### config.mk
export PLATFORM = sky130hd
export DESIGN_NAME = pipeline_issuer_flat
export DESIGN_NICKNAME = d
export VERILOG_FILES = /design/src/rtl/pipeline_issuer_if.sv /design/src/rtl/pipeline_issuer.sv /design/src/flat_wrapper.sv
export SDC_FILE = /design/constraint.sdc
export NUM_CORES = 1
export LEC_CHECK = 0
export CORE_AREA = 2 2 74 111
export CTS_CLUSTER_SIZE = 8
export DETAILED_ROUTE_END_ITERATION = 12
export DIE_AREA = 0 0 76 113
export HOLD_SLACK_MARGIN = 0.08
export PLACE_DENSITY_LB_ADDON = 0.25
export SYNTH_ARGS = -nofsm -noshare
export SYNTH_HDL_FRONTEND = slang
export SYNTH_SLANG_ARGS = --single-unit
export TNS_END_PERCENT = 10
### constraint.sdc
create_clock -name clk -period 6.2 [get_ports clk]
set_input_delay 0.93 -clock clk [delete_from_list [all_inputs] [get_ports clk]]
set_output_delay 0.93 -clock clk [all_outputs]
set_load 0.01 [all_outputs]
### src/rtl/pipeline_issuer_if.sv
// Command, issue, flush and retire signals between the issuer and the pipeline it drives.
// Widths come from ADDRESS_WIDTH / ID_WIDTH; the fallback defaults here keep standalone builds working.
`ifndef ADDRESS_WIDTH
`define ADDRESS_WIDTH 16
`endif
`ifndef ID_WIDTH
`define ID_WIDTH 4
`endif

interface pipeline_issuer_if;
  logic                      cmd_valid;
  logic                      cmd_ready;
  logic [`ADDRESS_WIDTH-1:0] cmd_base_address;
  logic [7:0]                cmd_count;
  logic [`ADDRESS_WIDTH-1:0] out_address;
  logic [`ID_WIDTH-1:0]      out_id;
  logic                      out_valid;
  logic                      in_stall;
  logic                      out_flush;
  logic [`ID_WIDTH-1:0]      out_flush_id;
  logic                      in_ret_valid;
  logic [`ID_WIDTH-1:0]      in_ret_id;

  modport master (
    input  cmd_valid, cmd_base_address, cmd_count, in_stall, in_ret_valid, in_ret_id,
    output cmd_ready, out_address, out_id, out_valid, out_flush, out_flush_id
  );

  modport slave (
    output cmd_valid, cmd_base_address, cmd_count, in_stall, in_ret_valid, in_ret_id,
    input  cmd_ready, out_address, out_id, out_valid, out_flush, out_flush_id
  );
endinterface

### src/rtl/pipeline_issuer.sv
// Burst address issuer with credit limit, in-order retire tracking and timeout flush by ID.
// Optional perf counters are built only when ISSUER_PERF_EN is defined.
`ifndef ADDRESS_WIDTH
`define ADDRESS_WIDTH 16
`endif
`ifndef ID_WIDTH
`define ID_WIDTH 4
`endif

module pipeline_issuer #(
  parameter int MAX_OUTSTANDING = 4,
  parameter int TIMEOUT_CYCLES  = 64
) (
  input  logic                clk,
  input  logic                reset,
  pipeline_issuer_if.master   bus,
  output logic                busy,
  output logic                done,
  output logic                timeout_err,
  output logic                order_err,
  output logic [15:0]         perf_stall_cycles,
  output logic [15:0]         perf_retired
);
  localparam int AW   = `ADDRESS_WIDTH;
  localparam int IW   = `ID_WIDTH;
  localparam int WD_W = $clog2(TIMEOUT_CYCLES + 1);

  typedef enum logic [1:0] {IDLE, ISSUE, DRAIN, FLUSH} state_t;

  state_t          state, state_nxt;
  logic [AW-1:0]   addr_q;
  logic [IW-1:0]   next_id, oldest_id, outstanding;
  logic [IW-1:0]   flush_cnt, flush_id_q;
  logic [7:0]      remaining;
  logic [WD_W-1:0] watchdog;
  logic            flush_q, done_q, timeout_err_q, order_err_q;
  logic            active, xfer, ret_ok, ret_bad, timeout;

  always_comb begin
    active  = (state == ISSUE) || (state == DRAIN);
    xfer    = bus.out_valid && !bus.in_stall;
    ret_ok  = active && bus.in_ret_valid && (bus.in_ret_id == oldest_id) && (outstanding != '0);
    ret_bad = active && bus.in_ret_valid && !ret_ok;
    timeout = active && (outstanding != '0) && !ret_ok && (watchdog == WD_W'(TIMEOUT_CYCLES - 1));
  end

  always_ff @(posedge clk) begin
    if (reset) state <= IDLE;
    else       state <= state_nxt;
  end

  always_comb begin
    state_nxt = state;
    unique case (state)
      IDLE:  if (bus.cmd_valid && (bus.cmd_count != 8'd0)) state_nxt = ISSUE;
      ISSUE: if (timeout) state_nxt = FLUSH;
             else if (xfer && (remaining == 8'd1)) state_nxt = DRAIN;
      DRAIN: if (timeout) state_nxt = FLUSH;
             else if (outstanding == '0) state_nxt = IDLE;
      FLUSH: if (flush_cnt == outstanding) state_nxt = IDLE;
    endcase
  end

  always_comb begin
    bus.cmd_ready = (state == IDLE) && !reset;
    bus.out_valid = (state == ISSUE) && (remaining != 8'd0) &&
                    (outstanding < IW'(MAX_OUTSTANDING));
    busy          = (state != IDLE);
  end

  always_ff @(posedge clk) begin
    if (reset) begin
      addr_q        <= '0;
      next_id       <= '0;
      oldest_id     <= '0;
      outstanding   <= '0;
      remaining     <= '0;
      watchdog      <= '0;
      flush_cnt     <= '0;
      flush_id_q    <= '0;
      flush_q       <= 1'b0;
      done_q        <= 1'b0;
      timeout_err_q <= 1'b0;
      order_err_q   <= 1'b0;
    end else begin
      done_q <= 1'b0;
      unique case (state)
        IDLE: begin
          if (bus.cmd_valid) begin
            if (bus.cmd_count != 8'd0) begin
              addr_q    <= bus.cmd_base_address;
              remaining <= bus.cmd_count;
            end else begin
              done_q <= 1'b1;
            end
          end
        end
        ISSUE, DRAIN: begin
          if (xfer) begin
            addr_q    <= addr_q + AW'(1);
            next_id   <= next_id + IW'(1);
            remaining <= remaining - 8'd1;
          end
          if (ret_ok)  oldest_id   <= oldest_id + IW'(1);
          if (ret_bad) order_err_q <= 1'b1;
          outstanding <= outstanding + IW'(xfer) - IW'(ret_ok);
          if (ret_ok || (outstanding == '0)) watchdog <= '0;
          else if (!timeout)                 watchdog <= watchdog + WD_W'(1);
          // A transfer on the timeout edge was accepted downstream, so it is counted and flushed too.
          if (timeout) begin
            flush_q    <= 1'b1;
            flush_id_q <= oldest_id;
            flush_cnt  <= IW'(1);
            watchdog   <= '0;
          end
          if ((state == DRAIN) && (outstanding == '0)) done_q <= 1'b1;
        end
        FLUSH: begin
          if (flush_cnt == outstanding) begin
            flush_q       <= 1'b0;
            outstanding   <= '0;
            oldest_id     <= next_id;
            timeout_err_q <= 1'b1;
            done_q        <= 1'b1;
          end else begin
            flush_id_q <= oldest_id + flush_cnt;
            flush_cnt  <= flush_cnt + IW'(1);
          end
        end
      endcase
    end
  end

  assign bus.out_address  = addr_q;
  assign bus.out_id       = next_id;
  assign bus.out_flush    = flush_q;
  assign bus.out_flush_id = flush_id_q;
  assign done             = done_q;
  assign timeout_err      = timeout_err_q;
  assign order_err        = order_err_q;

`ifdef ISSUER_PERF_EN
  logic [15:0] stall_cnt, ret_cnt;

  always_ff @(posedge clk) begin
    if (reset) begin
      stall_cnt <= '0;
      ret_cnt   <= '0;
    end else begin
      if (bus.out_valid && bus.in_stall && (stall_cnt != 16'hFFFF)) stall_cnt <= stall_cnt + 16'd1;
      if (ret_ok && (ret_cnt != 16'hFFFF))                          ret_cnt   <= ret_cnt + 16'd1;
    end
  end

  assign perf_stall_cycles = stall_cnt;
  assign perf_retired      = ret_cnt;
`else
  assign perf_stall_cycles = '0;
  assign perf_retired      = '0;
`endif
endmodule

### src/flat_wrapper.sv
// flat-port wrapper written by rule: the top's interface ports become plain ports
module pipeline_issuer_flat 
#(
  parameter int MAX_OUTSTANDING = 4,
  parameter int TIMEOUT_CYCLES  = 64
)
  (clk, reset, busy, done, timeout_err, order_err, perf_stall_cycles, perf_retired, bus_cmd_valid, bus_cmd_base_address, bus_cmd_count, bus_in_stall, bus_in_ret_valid, bus_in_ret_id, bus_cmd_ready, bus_out_address, bus_out_id, bus_out_valid, bus_out_flush, bus_out_flush_id);
  pipeline_issuer_if bus_i ();
  input  logic clk;
  input  logic reset;
  output logic busy;
  output logic done;
  output logic timeout_err;
  output logic order_err;
  output logic [15:0] perf_stall_cycles;
  output logic [15:0] perf_retired;
  input wire logic [$bits(bus_i.cmd_valid)-1:0] bus_cmd_valid;
  input wire logic [$bits(bus_i.cmd_base_address)-1:0] bus_cmd_base_address;
  input wire logic [$bits(bus_i.cmd_count)-1:0] bus_cmd_count;
  input wire logic [$bits(bus_i.in_stall)-1:0] bus_in_stall;
  input wire logic [$bits(bus_i.in_ret_valid)-1:0] bus_in_ret_valid;
  input wire logic [$bits(bus_i.in_ret_id)-1:0] bus_in_ret_id;
  output wire logic [$bits(bus_i.cmd_ready)-1:0] bus_cmd_ready;
  output wire logic [$bits(bus_i.out_address)-1:0] bus_out_address;
  output wire logic [$bits(bus_i.out_id)-1:0] bus_out_id;
  output wire logic [$bits(bus_i.out_valid)-1:0] bus_out_valid;
  output wire logic [$bits(bus_i.out_flush)-1:0] bus_out_flush;
  output wire logic [$bits(bus_i.out_flush_id)-1:0] bus_out_flush_id;
  assign bus_i.cmd_valid = bus_cmd_valid;
  assign bus_i.cmd_base_address = bus_cmd_base_address;
  assign bus_i.cmd_count = bus_cmd_count;
  assign bus_i.in_stall = bus_in_stall;
  assign bus_i.in_ret_valid = bus_in_ret_valid;
  assign bus_i.in_ret_id = bus_in_ret_id;
  assign bus_cmd_ready = bus_i.cmd_ready;
  assign bus_out_address = bus_i.out_address;
  assign bus_out_id = bus_i.out_id;
  assign bus_out_valid = bus_i.out_valid;
  assign bus_out_flush = bus_i.out_flush;
  assign bus_out_flush_id = bus_i.out_flush_id;
  pipeline_issuer #(.MAX_OUTSTANDING(MAX_OUTSTANDING), .TIMEOUT_CYCLES(TIMEOUT_CYCLES)) u_core (.clk(clk), .reset(reset), .bus(bus_i), .busy(busy), .done(done), .timeout_err(timeout_err), .order_err(order_err), .perf_stall_cycles(perf_stall_cycles), .perf_retired(perf_retired));
endmodule
==> impl_metrics.tcl <==
set metrics [dict create \
    cts_htree_levels 3 \
    slew_headroom_pct 32.5 \
    synth.largest_area_cell "dfxtp_1" \
    multi_input_area_um2 2320 \
    leakage_nw 1.77 \
    area.growth.synth_to_final_pct 22.7 \
    finalSetupViolCount 0 \
    hold_viol 0 \
    antenna_found_initial 0 \
    insertion_delay_ns 0.33 \
    fillers 696 \
    portBuffers 63 \
    final_common_cell "clkdlybuf4s50_1" \
    synth_seq_area_share_pct 30.3 \
    die_h_um 113 \
    synth_cell_types 63 \
    crit_path_end_kind "flop" \
    slowest_stage "clkinv_1" \
    status "finished clean" \
    tightestPinTransition_ns 1.01 \
    clock_sinks 57 \
    hold_class "flop to flop" \
    synth_flop_cell "dfxtp_1" \
    clk_pin_slew_ns 0.05 \
    via_count 3512 \
    start_util_pct 49.8 \
    async_reset_ff_share_pct 0 \
    cp.required_ns 6.39 \
    ff2ff_setup_slack_ns 2.98 \
    powerDensity_nw_per_um2 433 \
    drc 0 \
    fin_crit_sh_pct 52.0 \
    io_pins 96 \
    gp_congestion 0.824 \
    grt_pass1_wl_um 15200 \
    fin_worst_skew_ns 0.00502 \
    max_freq_mhz 310 \
    syn_inst 475 \
    grt_max_degree 65 \
    path_cells "inv_1, ha_1, clkinv_1, nor4_1, o21ai_0, a211oi_1, mux2i_1, nor2_1" \
    avgSynthCellArea_um2 7.92 \
    grt_pass1_vias 3310 \
    layout_common_cells "62 x clkdlybuf4s50_1, 57 x dfxtp_1, 40 x nand2_1, 39 x nor2_1, 37 x a21oi_1" \
    dieArea_um2 8590 \
    regArea_um2 1140 \
    cts_resized 0 \
    cts_buffer_depth 2 \
    setup_tns_ns 0 \
    drive_above_1_share_pct 4.89 \
    synthTopCellsByArea "dfxtp_1 30%, ha_1 7.0%, buf_4 6.4%, a21oi_1 4.9%, nand2_1 4.0%" \
    grt_overflow 0 \
    drtPass1Iterations 5 \
    synth_area_um2 3760 \
    synth_edf_count 0 \
    drt_wl_total_um 9170 \
    ys_warn_count 0 \
    fin_crit_ns 3.22 \
    grtUsageTotal_pct 21.6 \
    ys_ff_latch 57 \
    critical_path_class "flop to flop" \
    power.total_mw 2.00 \
    arrival_ns 3.41 \
    crit_buf_inv 2 \
    die_w_um 76 \
    worst_setup_path_start_kind "flop" \
    via_per_inst 5.54 \
    max_stage_delay_ns 0.78 \
    cts_tree "yes" \
    dp_hpwl_um 6440 \
    cp_top_family "buffers and inverters" \
    cts_setup_buffers 0 \
    max-vdd-ir-drop_uv 226 \
    postRouteAntennaNets 0 \
    final_nets 584 \
    synth_top_area_share_pct 30.3 \
    max-cap-violations 0 \
    root_buffer "clkbuf_16" \
    cts_buffers 9 \
    core_um2 7560 \
    row_count 39 \
    drtIter0Drc 174 \
    worstPathMaxFanout 35 \
    drv_slew 0 \
    n_antenna_cell 0 \
    routedWlPerCell_um 14.5 \
    rsz0062_at_grt "no" \
    hold_buffers 0 \
]
## stage by stage
stage | utilization [%] | std cells | hold WS [ns] | worst slack (ns) | cell area [µm²]
CTS | 61.1 | 634 | 0.451 | 2.96 | 4620
global route | 61.1 | 634 | 0.463 | 2.69 | 4620
global placement | 57.2 | 619 | 0.431 | 2.93 | 4320
floorplan | - | 506 | 0.422 | 3.45 | 3880
detailed placement | 57.2 | 619 | 0.445 | 2.89 | 4320
finish | 61.1 | 634 | 0.464 | 2.98 | 4620
## worst paths after layout
path                            from                 end  cells past startpoint
setup / recovery     u_core.state[1]     u_core.state[0]                      8
hold / removal    u_core.watchdog[6]  u_core.watchdog[6]                      2
setup reg to reg     u_core.state[1]     u_core.state[0]                      8
hold reg to reg   u_core.watchdog[6]  u_core.watchdog[6]                      2
## registers in the layout, summed over array words and instances, names as in the netlist, 2 cells and up
name and cells:
u_core.remaining 8, u_core.watchdog 7, u_core.bus.out_id 4, u_core.outstanding 4, u_core.bus.out_flush_id 4, u_core.state 2
u_core.flush_cnt 4, u_core.oldest_id 4, u_core.bus.out_address 16
## report_power, final
part           switching, mW  leakage [nW]  internal [mW]
clock                  0.160         0.148          0.328
combinational          0.543          1.16          0.395
sequential             0.112         0.465          0.461
## cell families after synthesis
group                      Yosys count  synth area share (%)
xor gates and xnor gates            16                  3.72
DFF                                 57                  30.3
muxes                               11                  2.96
buffers and inverters               78                  11.1
and+or+nand+nor                    160                  21.5
AOI/OAI and AO/OA                  129                  22.2
other                                1                0.0996
adders and majority gates           23                  8.05
## cell type report
type	instances	area share [%]
Inverter	23	1.87
Tap cell	102	2.76
Timing Repair Buffer	66	14.0
Sequential cell	57	24.7
Multi-Input combinational cell	371	50.2
Clock inverter	3	0.867
Clock buffer	12	5.55
## cell usage after synthesis (6+ instances only)
| library cell | instances |
|---|---|
| nand2_1 | 40 |
| ha_1 | 21 |
| nand2b_1 | 7 |
| xnor2_1 | 6 |
| o21ai_0 | 24 |
| a21oi_1 | 37 |
| clkbuf_1 | 14 |
| xor2_1 | 10 |
| a211oi_1 | 11 |
| nor3_1 | 11 |
| a22oi_1 | 6 |
| o32ai_1 | 7 |
| buf_4 | 32 |
| inv_1 | 22 |
| a31oi_1 | 11 |
| nand3_1 | 24 |
| nor2_1 | 39 |
| mux2i_1 | 10 |
| dfxtp_1 | 57 |
## layer usage
layer | share of wire, % | GRT usage [%]
met1 | 42 | 24.2
met4 | 2.7 | 9.70
met5 | 0 | 0
met3 | 4.4 | 3.99
met2 | 51 | 39.5
## worst register-to-register path: cells and delay by family (launching register included)
family	cells	cell delay, ns
adder cells (fa/ha/maj)	1	0.31
flip-flops	1	0.39
AO/OA/AOI/OAI	2	0.64
multiplexers	1	0.23
buffers and inverters	2	0.89
AND/OR/NAND/NOR	2	0.62
Note: power is estimated with default switching activity, not from simulation.
==> RTL change 1 (same settings) <==
`TIMEOUT_CYCLES` is set to 64 in 2 places; all go to 128.
--- a/src/rtl/pipeline_issuer.sv
+++ b/src/rtl/pipeline_issuer.sv
@@ -11,3 +11,3 @@
   parameter int MAX_OUTSTANDING = 4,
-  parameter int TIMEOUT_CYCLES  = 64
+  parameter int TIMEOUT_CYCLES  = 128
 ) (
--- a/src/flat_wrapper.sv
+++ b/src/flat_wrapper.sv
@@ -4,3 +4,3 @@
   parameter int MAX_OUTSTANDING = 4,
-  parameter int TIMEOUT_CYCLES  = 64
+  parameter int TIMEOUT_CYCLES  = 128
 )
Behaviour: no difference found for any inputs over 4 cycles, from zero or initial values and one cycle with reset high; that may be too few to reach the edited logic, so the function may still have changed.
==> RTL change 1 against the unedited design <==
Via count grew 1.7%. Die area is the same. Critical path depth stayed put. Non-clock buffer count grew 1. Area after synthesis rose by 0.70%. Cell count rose by 0.63%. Cell area up 0.92%. Synthesized cell count increased by 0.63%. Routed wire length grew 1.3%. Worst setup slack worse by 250 ps. Clock power grew 3%. Sequential cell count up 1. Power increased by 9.4%. Critical path type unchanged. Critical endpoint is now u_core.bus.out_address[4]$_SDFFE_PP0P_. Largest power group unchanged.
==> RTL change 1: results (changes against the unedited design) <==
<table>
<tr><th>Metric</th><th>Value</th></tr>
<tr><th colspan="2">Setup path</th></tr>
<tr><td>Top cell family by delay on the critical path</td><td>compound AO/OA/AOI/OAI gates</td></tr>
<tr><td>Critical-path top delay cell</td><td>sky130_fd_sc_hd__a2bb2oi_2</td></tr>
<tr><td>Top fanout value on the critical path</td><td>30 (-14%)</td></tr>
<tr><td>Largest stage delay on the critical path</td><td>830 ps (+50 ps)</td></tr>
<tr><th colspan="2">Route</th></tr>
<tr><td>Number of iterations in the first detailed-routing pass</td><td>4 (-1)</td></tr>
<tr><td>DR vias/cell</td><td>5.600 (+1.1%)</td></tr>
<tr><td>Aggregate routed wire length</td><td>9289 um (+1.3%)</td></tr>
<tr><th colspan="2">Layout</th></tr>
<tr><td>Number of fill cells</td><td>694 (-0.29%)</td></tr>
<tr><td>Share of cells above drive strength 1</td><td>0.06530 (+0.01643)</td></tr>
<tr><td>Layout Cells excl Fill</td><td>638 (+0.63%)</td></tr>
<tr><td>Area of the multi-input gates</td><td>2341 sq um (+0.92%)</td></tr>
<tr><th colspan="2">Power</th></tr>
<tr><td>Sw frac</td><td>0.4335 (+0.02583)</td></tr>
<tr><td>Clk. pwr</td><td>0.000505 W (+3%)</td></tr>
<tr><td>Worst vdd rail ir drop</td><td>289.3 uV (+28%)</td></tr>
<tr><td>Sequential-cell power consumption</td><td>0.000593 W (+3.7%)</td></tr>
<tr><th colspan="2">Timing</th></tr>
<tr><td>Worst slew margin</td><td>0.3015 (-0.02308)</td></tr>
<tr><td>Maximum clock skew at final layout</td><td>4.394 ps (-0.6241 ps)</td></tr>
<tr><th colspan="2">Logic synthesis</th></tr>
<tr><td>Synth cell types</td><td>56 (-11%)</td></tr>
<tr><td>Commonest cells post-synth</td><td>sky130_fd_sc_hd__dfxtp_1 (58), sky130_fd_sc_hd__nor2_1 (49), sky130_fd_sc_hd__a21oi_1 (41)</td></tr>
<tr><td>Top cells by area in the synthesized netlist</td><td>sky130_fd_sc_hd__dfxtp_1 (31%), sky130_fd_sc_hd__ha_1 (6.9%), sky130_fd_sc_hd__buf_4 (6.5%), sky130_fd_sc_hd__a21oi_1 (5.4%), sky130_fd_sc_hd__nor2_1 (4.9%)</td></tr>
<tr><td>Instance count of the mapped netlist</td><td>478 (+0.63%)</td></tr>
<tr><th colspan="2">Global route</th></tr>
<tr><td>Wire length of the first global-routing pass</td><td>15790 um (+3.7%)</td></tr>
<tr><td>Vias in the first global route</td><td>3458 (+4.5%)</td></tr>
<tr><td>Total global routing track utilization</td><td>0.2245 (+0.008942)</td></tr>
<tr><td>Pin count of the biggest net entering global routing</td><td>68 (+4.6%)</td></tr>
<tr><th colspan="2">Run status</th></tr>
<tr><td>Outcome</td><td>completed</td></tr>
<tr><th colspan="2">Place</th></tr>
<tr><td>Dpl hpwl</td><td>6684 um (+3.8%)</td></tr>
<tr><td>DP Area</td><td>4357 sq um (+0.78%)</td></tr>
</table>
RTL change 1: path summary, 6_finish.rpt:
check / start / to / slack (ps) / cells past startpoint
worst max register to register: u_core.state[1]$_SDFFE_PP0P_ / u_core.bus.out_address[4]$_SDFFE_PP0P_ / 2730 / 8
worst min-delay path: u_core.timeout_err$_SDFFE_PP0P_ / u_core.timeout_err$_SDFFE_PP0P_ / 460 / 2
worst max-delay path: u_core.state[1]$_SDFFE_PP0P_ / u_core.bus.out_address[4]$_SDFFE_PP0P_ / 2730 / 8
worst min register to register: u_core.timeout_err$_SDFFE_PP0P_ / u_core.timeout_err$_SDFFE_PP0P_ / 460 / 2
RTL change 1: layer usage:
metal,vias up,wire (um),share of wire,track usage
met1,1677,3657,0.39,0.2369
li1,1784,-,-,-
met4,0,230,0.025,0.1176
met5,-,0,0,0
met3,16,512,0.055,0.05502
met2,96,4889,0.53,0.4113
RTL change 1: area by class of cell:
type,instances,area share
inverter,19,0.01530
timing repair buffer,67,0.1406
sequential,58,0.2491
clock buffer,11,0.05421
clock inverter,5,0.01127
tap,102,0.02738
multi-input combinational,376,0.5021
RTL change 1: cell families after synthesis:
group | Yosys count | synth area share
buffers and inverters | 75 | 0.1083
adders and majority gates | 23 | 0.07989
DFF | 58 | 0.3064
other | 1 | 0.0009895
AOI/OAI and AO/OA | 132 | 0.2321
and+or+nand+nor | 167 | 0.2195
muxes | 6 | 0.01585
xor gates and xnor gates | 16 | 0.03698
RTL change 1: through the flow:
stage / power [W] / utilization / setup WS (ps)
after global routing: 0.002346 / 0.6164 / 2445
after detailed placement: 0.001680 / 0.5760 / 2691
after global placement: 0.001651 / 0.5760 / 2794
after floorplan: 0.001342 / - / 3350
final: 0.002186 / 0.6164 / 2726
after CTS: 0.002198 / 0.6164 / 2741
==> RTL change 2 (config.mk and constraints unchanged) <==
Made on the original files. Put one more register stage on the output `order_err`, with the module's reset. The value now appears one clock later. The other outputs are not delayed to match.
--- a/src/rtl/pipeline_issuer.sv
+++ b/src/rtl/pipeline_issuer.sv
@@ -139,3 +139,9 @@
   assign timeout_err      = timeout_err_q;
-  assign order_err        = order_err_q;
+  always_ff @(posedge clk) begin
+    if (reset) begin
+      order_err <= '0;
+    end else begin
+      order_err <= order_err_q;
+    end
+  end
 
Behaviour: not the same (Yosys sat finds a counterexample within 4 cycles, from zero or initial values and one cycle with reset high).
==> RTL change 2 against the unedited design <==
Cell area rose by 1.1%. Sequential cell count grew 1. Via count rose by 3.2%. Worst setup slack improved by 20 ps. First-iteration DRC count rose by 12%. Clock power down 4%. Power up 4.3%. Routed wire length up 6.4%. Sequential power increased by 2%. Die area unchanged. Area after synthesis is 2.2% higher. Sequential share of layout area rose by 0.15 points. Critical path depth unchanged. Critical endpoint is now u_core.bus.out_flush_id[1]$_SDFFE_PP0P_. Highest routed layer unchanged.
==> RTL change 2: results (changes against the unedited design) <==
<table>
<tr><th>Metric</th><th>Value</th></tr>
<tr><th colspan="2">Logic synthesis</th></tr>
<tr><td>Top cells by area in the synthesized netlist</td><td>sky130_fd_sc_hd__dfxtp_1 (30%), sky130_fd_sc_hd__buf_4 (6.8%), sky130_fd_sc_hd__ha_1 (6.5%), sky130_fd_sc_hd__nor2_1 (4.8%), sky130_fd_sc_hd__a21oi_1 (4.7%)</td></tr>
<tr><td>Commonest cells post-synth</td><td>sky130_fd_sc_hd__dfxtp_1 (58), sky130_fd_sc_hd__nor2_1 (49), sky130_fd_sc_hd__nand2_1 (41)</td></tr>
<tr><td>Synthesized-area fraction occupied by ao, oa, aoi and oai cells</td><td>0.2293 (+0.007268)</td></tr>
<tr><td>Instance count of the mapped netlist</td><td>479 (+0.84%)</td></tr>
<tr><td>Post-Synth XOR/XNOR Area</td><td>0.03643 (-0.0007994)</td></tr>
<tr><td>Mux cell area share after synthesis</td><td>0.02342 (-0.006166)</td></tr>
<tr><td>Synth cell types</td><td>71 (+13%)</td></tr>
<tr><th colspan="2">Place</th></tr>
<tr><td>RD Place Congestion</td><td>0.8767 (+6.4%)</td></tr>
<tr><td>Worst-case setup slack after placement</td><td>2811 ps (-76.08 ps)</td></tr>
<tr><td>Count of placed standard cells including taps</td><td>621 (+0.32%)</td></tr>
<tr><td>Dpl hpwl</td><td>6942 um (+7.8%)</td></tr>
<tr><th colspan="2">Route</th></tr>
<tr><td>Number of iterations in the first detailed-routing pass</td><td>7 (+2)</td></tr>
<tr><td>Wire length per cell after detailed routing</td><td>15.32 um (+5.9%)</td></tr>
<tr><td>Total number of vias</td><td>3625 (+3.2%)</td></tr>
<tr><td>Aggregate routed wire length</td><td>9760 um (+6.4%)</td></tr>
<tr><th colspan="2">Global route</th></tr>
<tr><td>Total global routing track utilization</td><td>0.2281 (+0.01254)</td></tr>
<tr><td>Wire length of the first global-routing pass</td><td>15850 um (+4.1%)</td></tr>
<tr><td>Vias in the first global route</td><td>3345 (+1.1%)</td></tr>
<tr><td>Pin count of the biggest net entering global routing</td><td>62 (-4.6%)</td></tr>
<tr><th colspan="2">Setup path</th></tr>
<tr><td>Data arrival time of the critical path</td><td>3400 ps (about the same)</td></tr>
<tr><th colspan="2">Power</th></tr>
<tr><td>Net switching component of the power</td><td>0.0009011 W (+11%)</td></tr>
<tr><td>Clk. pwr</td><td>0.000469 W (-4%)</td></tr>
<tr><td>Leakage dissipation</td><td>1.777 nW (+0.15%)</td></tr>
<tr><th colspan="2">Layout</th></tr>
<tr><td>Number of nets in the layout</td><td>585 (+0.17%)</td></tr>
<tr><td>Share of cells above drive strength 1</td><td>0.06355 (+0.01468)</td></tr>
<tr><th colspan="2">Timing</th></tr>
<tr><td>Worst slew margin</td><td>0.3549 (+0.03030)</td></tr>
<tr><th colspan="2">Run status</th></tr>
<tr><td>Outcome</td><td>completed</td></tr>
</table>
RTL change 2: changes by cell type in the layout (fill, tap and decap cells not counted), sizes merged, moves of 4 or more:
cell / delta
nor2: +11
nand2b: -7
a31oi: -4
o21ai: -4
o32ai: -4
or4: +4
RTL change 2: area by class of cell:
cell class	count	area (sq um)
Clock inverter	2	10.01
Clock buffer	14	274.0
Tap cell	102	127.6
Multi-Input combinational cell	372	2365
Inverter	23	86.33
Fill cell	692	2892
Timing Repair Buffer	66	648.1
Sequential cell	58	1161
RTL change 2: critical path, cell delays in order (launching register included):
cell                      delay (ps)
sky130_fd_sc_hd__dfxtp_1         380
sky130_fd_sc_hd__inv_1           100
sky130_fd_sc_hd__ha_1            460
sky130_fd_sc_hd__buf_4           340
sky130_fd_sc_hd__inv_2           510
sky130_fd_sc_hd__a21oi_2         110
sky130_fd_sc_hd__nor4b_2         820
sky130_fd_sc_hd__mux2i_1         280
sky130_fd_sc_hd__nor2_1           50
RTL change 2: routing by layer:
metal  GRT usage  vias to the layer above  share of wire
met4      0.1115                        0          0.024
met3     0.04386                       18          0.056
met1      0.2581                     1697           0.40
met2      0.4101                      135           0.52
met5           0                        -              0
li1            -                     1775              -
RTL change 2: path summary, 6_finish.rpt:
| kind | endpoint | cells past startpoint | from |
|---|---|---|---|
| worst min-delay path | u_core.watchdog[6]$_SDFFE_PP0N_ | 1 | u_core.watchdog[6]$_SDFFE_PP0N_ |
| worst max register to register | u_core.bus.out_flush_id[1]$_SDFFE_PP0P_ | 8 | u_core.state[0]$_SDFFE_PP0P_ |
| worst min register to register | u_core.watchdog[6]$_SDFFE_PP0N_ | 1 | u_core.watchdog[6]$_SDFFE_PP0N_ |
| worst max-delay path | u_core.bus.out_flush_id[1]$_SDFFE_PP0P_ | 8 | u_core.state[0]$_SDFFE_PP0P_ |
